===== src/rtl/sayeh_mem_pkg.sv =====
// Shared types and defaults for the memory access controller.
package sayeh_mem_pkg;
  localparam int ADDR_W_DEF  = 10;
  localparam int DATA_W_DEF  = 16;
  localparam int TIMEOUT_DEF = 15;
  localparam int CNT_W       = 8;

  typedef enum logic [1:0] {ST_IDLE, ST_ISSUE, ST_WAIT, ST_DONE} state_t;
endpackage


===== src/rtl/mem_timeout_cnt.sv =====
// Saturating access-timeout counter; expired flags the edge on which the
// count reaches LIMIT.
module mem_timeout_cnt
  import sayeh_mem_pkg::*;
#(
  parameter int LIMIT = TIMEOUT_DEF
) (
  input  logic clk,
  input  logic rst_n,
  input  logic clear,
  input  logic en,
  output logic expired
);
  logic [CNT_W-1:0] cnt;

  always_ff @(posedge clk or negedge rst_n) begin
    if (!rst_n)                                  cnt <= '0;
    else if (clear)                              cnt <= '0;
    else if (en && cnt != CNT_W'(LIMIT))         cnt <= cnt + 1'b1;
  end

  assign expired = en && (cnt == CNT_W'(LIMIT - 1));
endmodule


===== src/rtl/mem_access_ctrl.sv =====
// CPU-to-memory access controller: IDLE/ISSUE/WAIT/DONE handshake with timeout.
// Optional posted writes: define MEM_ACCESS_CTRL_POSTED_WR_EN.
module mem_access_ctrl
  import sayeh_mem_pkg::*;
#(
  parameter int ADDR_W  = ADDR_W_DEF,
  parameter int DATA_W  = DATA_W_DEF,
  parameter int TIMEOUT = TIMEOUT_DEF
) (
  input  logic              clk,
  input  logic              rst_n,
  input  logic              req,
  input  logic              req_we,
  input  logic [ADDR_W-1:0] req_addr,
  input  logic [DATA_W-1:0] req_wdata,
  output logic              ack,
  output logic              err,
  output logic [DATA_W-1:0] rdata,
  output logic              busy,
  output logic [ADDR_W-1:0] mem_addr,
  output logic [DATA_W-1:0] mem_din,
  input  logic [DATA_W-1:0] mem_dout,
  output logic              mem_nd,
  output logic              mem_we,
  input  logic              mem_rdy
);
`ifdef MEM_ACCESS_CTRL_POSTED_WR_EN
  localparam logic POSTED = 1'b1;
`else
  localparam logic POSTED = 1'b0;
`endif

  state_t state_q, state_d;
  logic we_lat_q, we_lat_d;
  logic [ADDR_W-1:0] addr_d;
  logic [DATA_W-1:0] din_d, rdata_d;
  logic nd_d, we_d, ack_d, err_d;
  logic expired, fin, tmo;

  mem_timeout_cnt #(.LIMIT(TIMEOUT)) u_tmo (
    .clk     (clk),
    .rst_n   (rst_n),
    .clear   (state_q == ST_IDLE && req),
    .en      (state_q == ST_ISSUE || state_q == ST_WAIT),
    .expired (expired)
  );

  // Timeout can only fire from WAIT since ISSUE lasts one cycle and TIMEOUT >= 2.
  assign fin = (state_q == ST_ISSUE && mem_rdy) ||
               (state_q == ST_WAIT && (mem_rdy || expired));
  assign tmo = (state_q == ST_WAIT) && !mem_rdy && expired;

  always_comb begin
    state_d  = state_q;
    we_lat_d = we_lat_q;
    addr_d   = mem_addr;
    din_d    = mem_din;
    nd_d     = mem_nd;
    we_d     = mem_we;
    ack_d    = 1'b0;
    err_d    = 1'b0;
    rdata_d  = rdata;
    case (state_q)
      ST_IDLE: if (req) begin
        state_d  = ST_ISSUE;
        we_lat_d = req_we;
        addr_d   = req_addr;
        din_d    = req_wdata;
        nd_d     = !req_we;
        we_d     = req_we;
        if (POSTED && req_we) begin
          ack_d   = 1'b1;
          rdata_d = '0;
        end
      end
      ST_ISSUE: state_d = mem_rdy ? ST_DONE : ST_WAIT;
      ST_WAIT:  if (fin) state_d = ST_DONE;
      ST_DONE:  state_d = ST_IDLE;
      default:  state_d = ST_IDLE;
    endcase
    if (fin) begin
      nd_d    = 1'b0;
      we_d    = 1'b0;
      // A posted write was already acked; its completion is silent unless it times out.
      ack_d   = !(POSTED && we_lat_q);
      err_d   = tmo;
      rdata_d = (tmo || we_lat_q) ? '0 : mem_dout;
    end
  end

  always_ff @(posedge clk or negedge rst_n) begin
    if (!rst_n) begin
      state_q  <= ST_IDLE;
      we_lat_q <= 1'b0;
      mem_addr <= '0;
      mem_din  <= '0;
      mem_nd   <= 1'b0;
      mem_we   <= 1'b0;
      ack      <= 1'b0;
      err      <= 1'b0;
      rdata    <= '0;
      busy     <= 1'b0;
    end else begin
      state_q  <= state_d;
      we_lat_q <= we_lat_d;
      mem_addr <= addr_d;
      mem_din  <= din_d;
      mem_nd   <= nd_d;
      mem_we   <= we_d;
      ack      <= ack_d;
      err      <= err_d;
      rdata    <= rdata_d;
      busy     <= (state_d != ST_IDLE);
    end
  end
endmodule

===== config.mk =====
export PLATFORM = sky130hd
export DESIGN_NAME = mem_access_ctrl
export DESIGN_NICKNAME = d
export VERILOG_FILES = /design/src/rtl/sayeh_mem_pkg.sv /design/src/rtl/mem_timeout_cnt.sv /design/src/rtl/mem_access_ctrl.sv
export SDC_FILE = /design/constraint.sdc
export NUM_CORES = 1
export LEC_CHECK = 0
export CORE_AREA = 2 2 101 103
export CTS_BUF_LIST = sky130_fd_sc_hd__clkbuf_4 sky130_fd_sc_hd__clkbuf_8 sky130_fd_sc_hd__clkbuf_16
export DETAILED_ROUTE_END_ITERATION = 16
export DIE_AREA = 0 0 103 105
export PLACE_DENSITY_LB_ADDON = 0.2
export SETUP_SLACK_MARGIN = 0.15
export SYNTH_ARGS = -nofsm -noshare
export SYNTH_HDL_FRONTEND = slang
export SYNTH_HIERARCHICAL = 1
export SYNTH_SLANG_ARGS = --single-unit
export TNS_END_PERCENT = 5

===== constraint.sdc =====
create_clock -name clk -period 1.75 [get_ports clk]
set_input_delay 0.525 -clock clk [delete_from_list [all_inputs] [get_ports clk]]
set_output_delay 0.525 -clock clk [all_outputs]
set_load 0.02 [all_outputs]

==> out/qor.csv <==
stage,metric,value,unit
detailed_routing,DRC violations left,0,
global_route,met1 Track Usage GR,13.3,%
global_route,first-pass GRT wire length,8830,µm
synth,mux contribution to synthesized area,13.4,%
synth,main combinational cell family by area after synthesis,multiplexers,
global_route,routing usage on met2,15.7,%
cells_and_area,final design instance area without fill,3750,µm²
detailed_routing,ANT nets after route,0,
synth,Adder-Cell Fraction of Synth Area,2.66,%
cells_and_area,layout cell share with drive strength beyond 1,18.1,%
place,pre-CTS setup slack,-0.118,ns
global_route,total gr overflow,0,
global_route,vias in the first global route,1775,
min_path,Hold Crit Class,in2async,
sta,worst-margin pin slew,0.313,ns
clocking,CTS tree,yes,
die,num rows,36,
cells_and_area,"commonest non-fill, non-tap cell in the layout",dfrtp_1,
worst_setup_path,Worst R2R Setup Slack,0.09,ns
synth,sequential area share after synthesis,61.7,%
power_and_ir_drop,Power Internal,4.02,mW
clocking,H-tree depth,3,
global_route,most used routing layer in global routing,met2,
clocking,Sink Count,58,
synth,#FFs+latches synth,58,
cells_and_area,post-layout util,38.9,%
power_and_ir_drop,Total Power,6.43,mW
cells_and_area,P&R area growth vs syn,59.5,%
cells_and_area,most frequent cells in the layout,"58 x dfrtp_1, 47 x dlygate4sd2_1, 45 x clkdlybuf4s50_1",
detailed_routing,routed length per instance,13.1,µm
sta,final critical-path required period,1.66,ns
sta,worst hold slack,0.184,ns
die,die height,105,µm
sta,RSZ-0062 raised after global routing,yes,
global_route,largest net degree at the start of global routing,59,
cells_and_area,Final nets,336,
synth,synthesized instance count,172,
power_and_ir_drop,VDD IR-drop max,0.694,mV
worst_setup_path,critical-path maximum fanout,8,
power_and_ir_drop,clock share of power,18.6,%
place,RD Place Congestion,0.738,
synth,post-synth net total,224,
clocking,clock buffer count from CTS,9,
power_and_ir_drop,Seq pwr share,35.1,%
synth,Simple-Gate Fraction of Synth Area,8.72,%
worst_setup_path,R2R depth,7,
die,I/O pins,94,
worst_setup_path,Worst R2R End,rdata[12],
power_and_ir_drop,power per cell area,1710,nW/µm²
sta,setup tns final,0,ns
detailed_routing,DR vias,1785,
worst_setup_path,crit end category,flop,
power_and_ir_drop,NetSw,2.42,mW
synth,Yosys warnings,6,
place,Detailed Place HPWL,3660,µm
place,Port Buffer Count,93,
sta,max-slew headroom at the worst pin,79.1,%
synth,Post-synth top flop,dfrtp_1,
place,placed instance area,3540,µm²
synth,library cells used by synthesis,38,
clocking,Clock Tree Root,clkbuf_8,
sta,final hold viol count,0,
detailed_routing,DRT Wirelength,5530,µm
clocking,Clock transition at path regs,0.07,ns
synth,Synth Cell Area,2350,µm²
job,max_cap viols,0,
power_and_ir_drop,leakage power,1.72,nW
synth,xor-xnor portion of the synthesized cell area,0,%
power_and_ir_drop,Comb power frac,46.3,%
sta,setup ws final,0.0893,ns
synth,Synth Area in Compound Gates,10.3,%
power_and_ir_drop,switching portion of total power,37.6,%
detailed_routing,Pre-antenna DRT Iters,4,
sta,"Slew Viols, Final",0,
die,Die ar.,10800,µm²
die,Chip Width,103,µm
worst_setup_path,arrival time worst endpoint,1.87,ns
synth,syn_area_per_cell,13.7,µm²
die,starting density of the core,24.4,%
sta,fmax,602,MHz
clocking,Clock Path Buffers,2,
worst_setup_path,CP Launch Type,flop,
die,core area,9640,µm²
detailed_routing,DRT iter0 DRCs,75,
sta,final setup violation count,0,
worst_setup_path,worst r2r src,state_q[0],
synth,Synth async-reset ratio,100,%
cells_and_area,number of diodes,0,
global_route,initial antenna violation count,0,
worst_setup_path,Required @ worst endpoint,1.96,ns
global_route,GRT Overall Usage,10.6,%
global_route,met3 usage,4.35,%
detailed_routing,Via density,4.24,
cells_and_area,Finished Layout Cells,421,
worst_setup_path,WS Path Type,reg2reg,
place,dpl cells,402,
synth,Post-synth EDFFs,0,
sta,clock skew,0.0117,ns
clocking,Skew-Pair Late Insertion Delay,0.33,ns
sta,Final period util,94.9,%
run_status,status,finished clean,
==> how the worst max path moves through the flow <==
| stage | start | endpoint | slack (ns) | cells after the start |
|---|---|---|---|---|
| floorplan | state_q[0] | rdata[10] | -0.05 | 9 |
| global placement | req | mem_addr[6] | -0.1 | 4 |
| detailed placement | req | mem_din[0] | -0.12 | 4 |
| CTS | state_q[0] | rdata[15] | 0.06 | 7 |
| global route | state_q[0] | rdata[8] | 0.03 | 7 |
| finish | state_q[0] | rdata[12] | 0.09 | 7 |
==> cell type report <==
type                            count  area (µm²)
Sequential cell                    58        1450
Clock inverter                      5        56.3
Multi-Input combinational cell    102         918
Tap cell                          133         166
Inverter                            7        26.3
Timing Repair Buffer              106        1000
Clock buffer                       10         131
Fill cell                         995        5890
==> critical path, stage by stage (launching register included) <==
cell     delay, ns
dfrtp_1       0.37
inv_2         0.06
ha_4          0.27
and3_4        0.17
and3_4        0.21
nand2_4       0.07
and2_4        0.18
a22o_1        0.21
==> layer usage <==
metal / wire, µm / share of wire [%] / vias up
met5: 0 / 0 / -
met1: 2650 / 48 / 864
met4: 67 / 1.2 / 0
met3: 428 / 7.7 / 5
met2: 2390 / 43 / 62
li1: - / - / 854
==> synth_stat cells (2+ instances only) <==
library cell | count | share of area [%]
a211oi_1 | 2 | 0.64
a21oi_1 | 7 | 1.5
a22o_1 | 16 | 6.0
and3_1 | 2 | 0.53
buf_2 | 4 | 0.85
buf_6 | 2 | 0.96
dfrtp_1 | 58 | 62
ha_1 | 5 | 2.7
inv_1 | 5 | 0.80
inv_2 | 2 | 0.32
mux2_1 | 26 | 12
mux2_2 | 2 | 0.96
nand2_1 | 8 | 1.3
nand3_1 | 3 | 0.64
nand4_1 | 2 | 0.53
nor2_1 | 4 | 0.64
o31ai_1 | 2 | 0.64
or4_1 | 2 | 0.64
==> what timing repair did <==
item	in CTS	in global routing
buffers inserted	0	2
pin swaps	11	4
endpoints found under the setup margin	72	52
hold buffers	0	0
gates cloned	0	2
resized for setup	54	5
==> registers in the layout, indices dropped and copies added, names as in the netlist <==
register and count:
mem_we 1, mem_addr 10, we_lat_q 1, busy 1, rdata 16, u_tmo/cnt 8, ack 1, err 1
state_q 2, mem_din 16, mem_nd 1
==> cells by family after synthesis <==
kind of cell             count (synthesis)
buffers and inverters                   14
adder cells (fa/ha/maj)                  5
multiplexers                            28
AO/OA/AOI/OAI                           32
flip-flops                              58
AND/OR/NAND/NOR                         35
==> power by group through the flow <==
stage / combinational (mW) / clock (mW) / sequential, mW
6_report: 2.98 / 1.20 / 2.26
5_1_grt: 3.24 / 1.31 / 2.34
4_1_cts: 2.91 / 1.25 / 2.26
3_5_place_dp: 3.23 / 0 / 2.29
3_3_place_gp: 3.19 / 0 / 2.30
2_1_floorplan: 1.11 / 0 / 2.89
No activity file was read; power rests on OpenSTA's default activity.
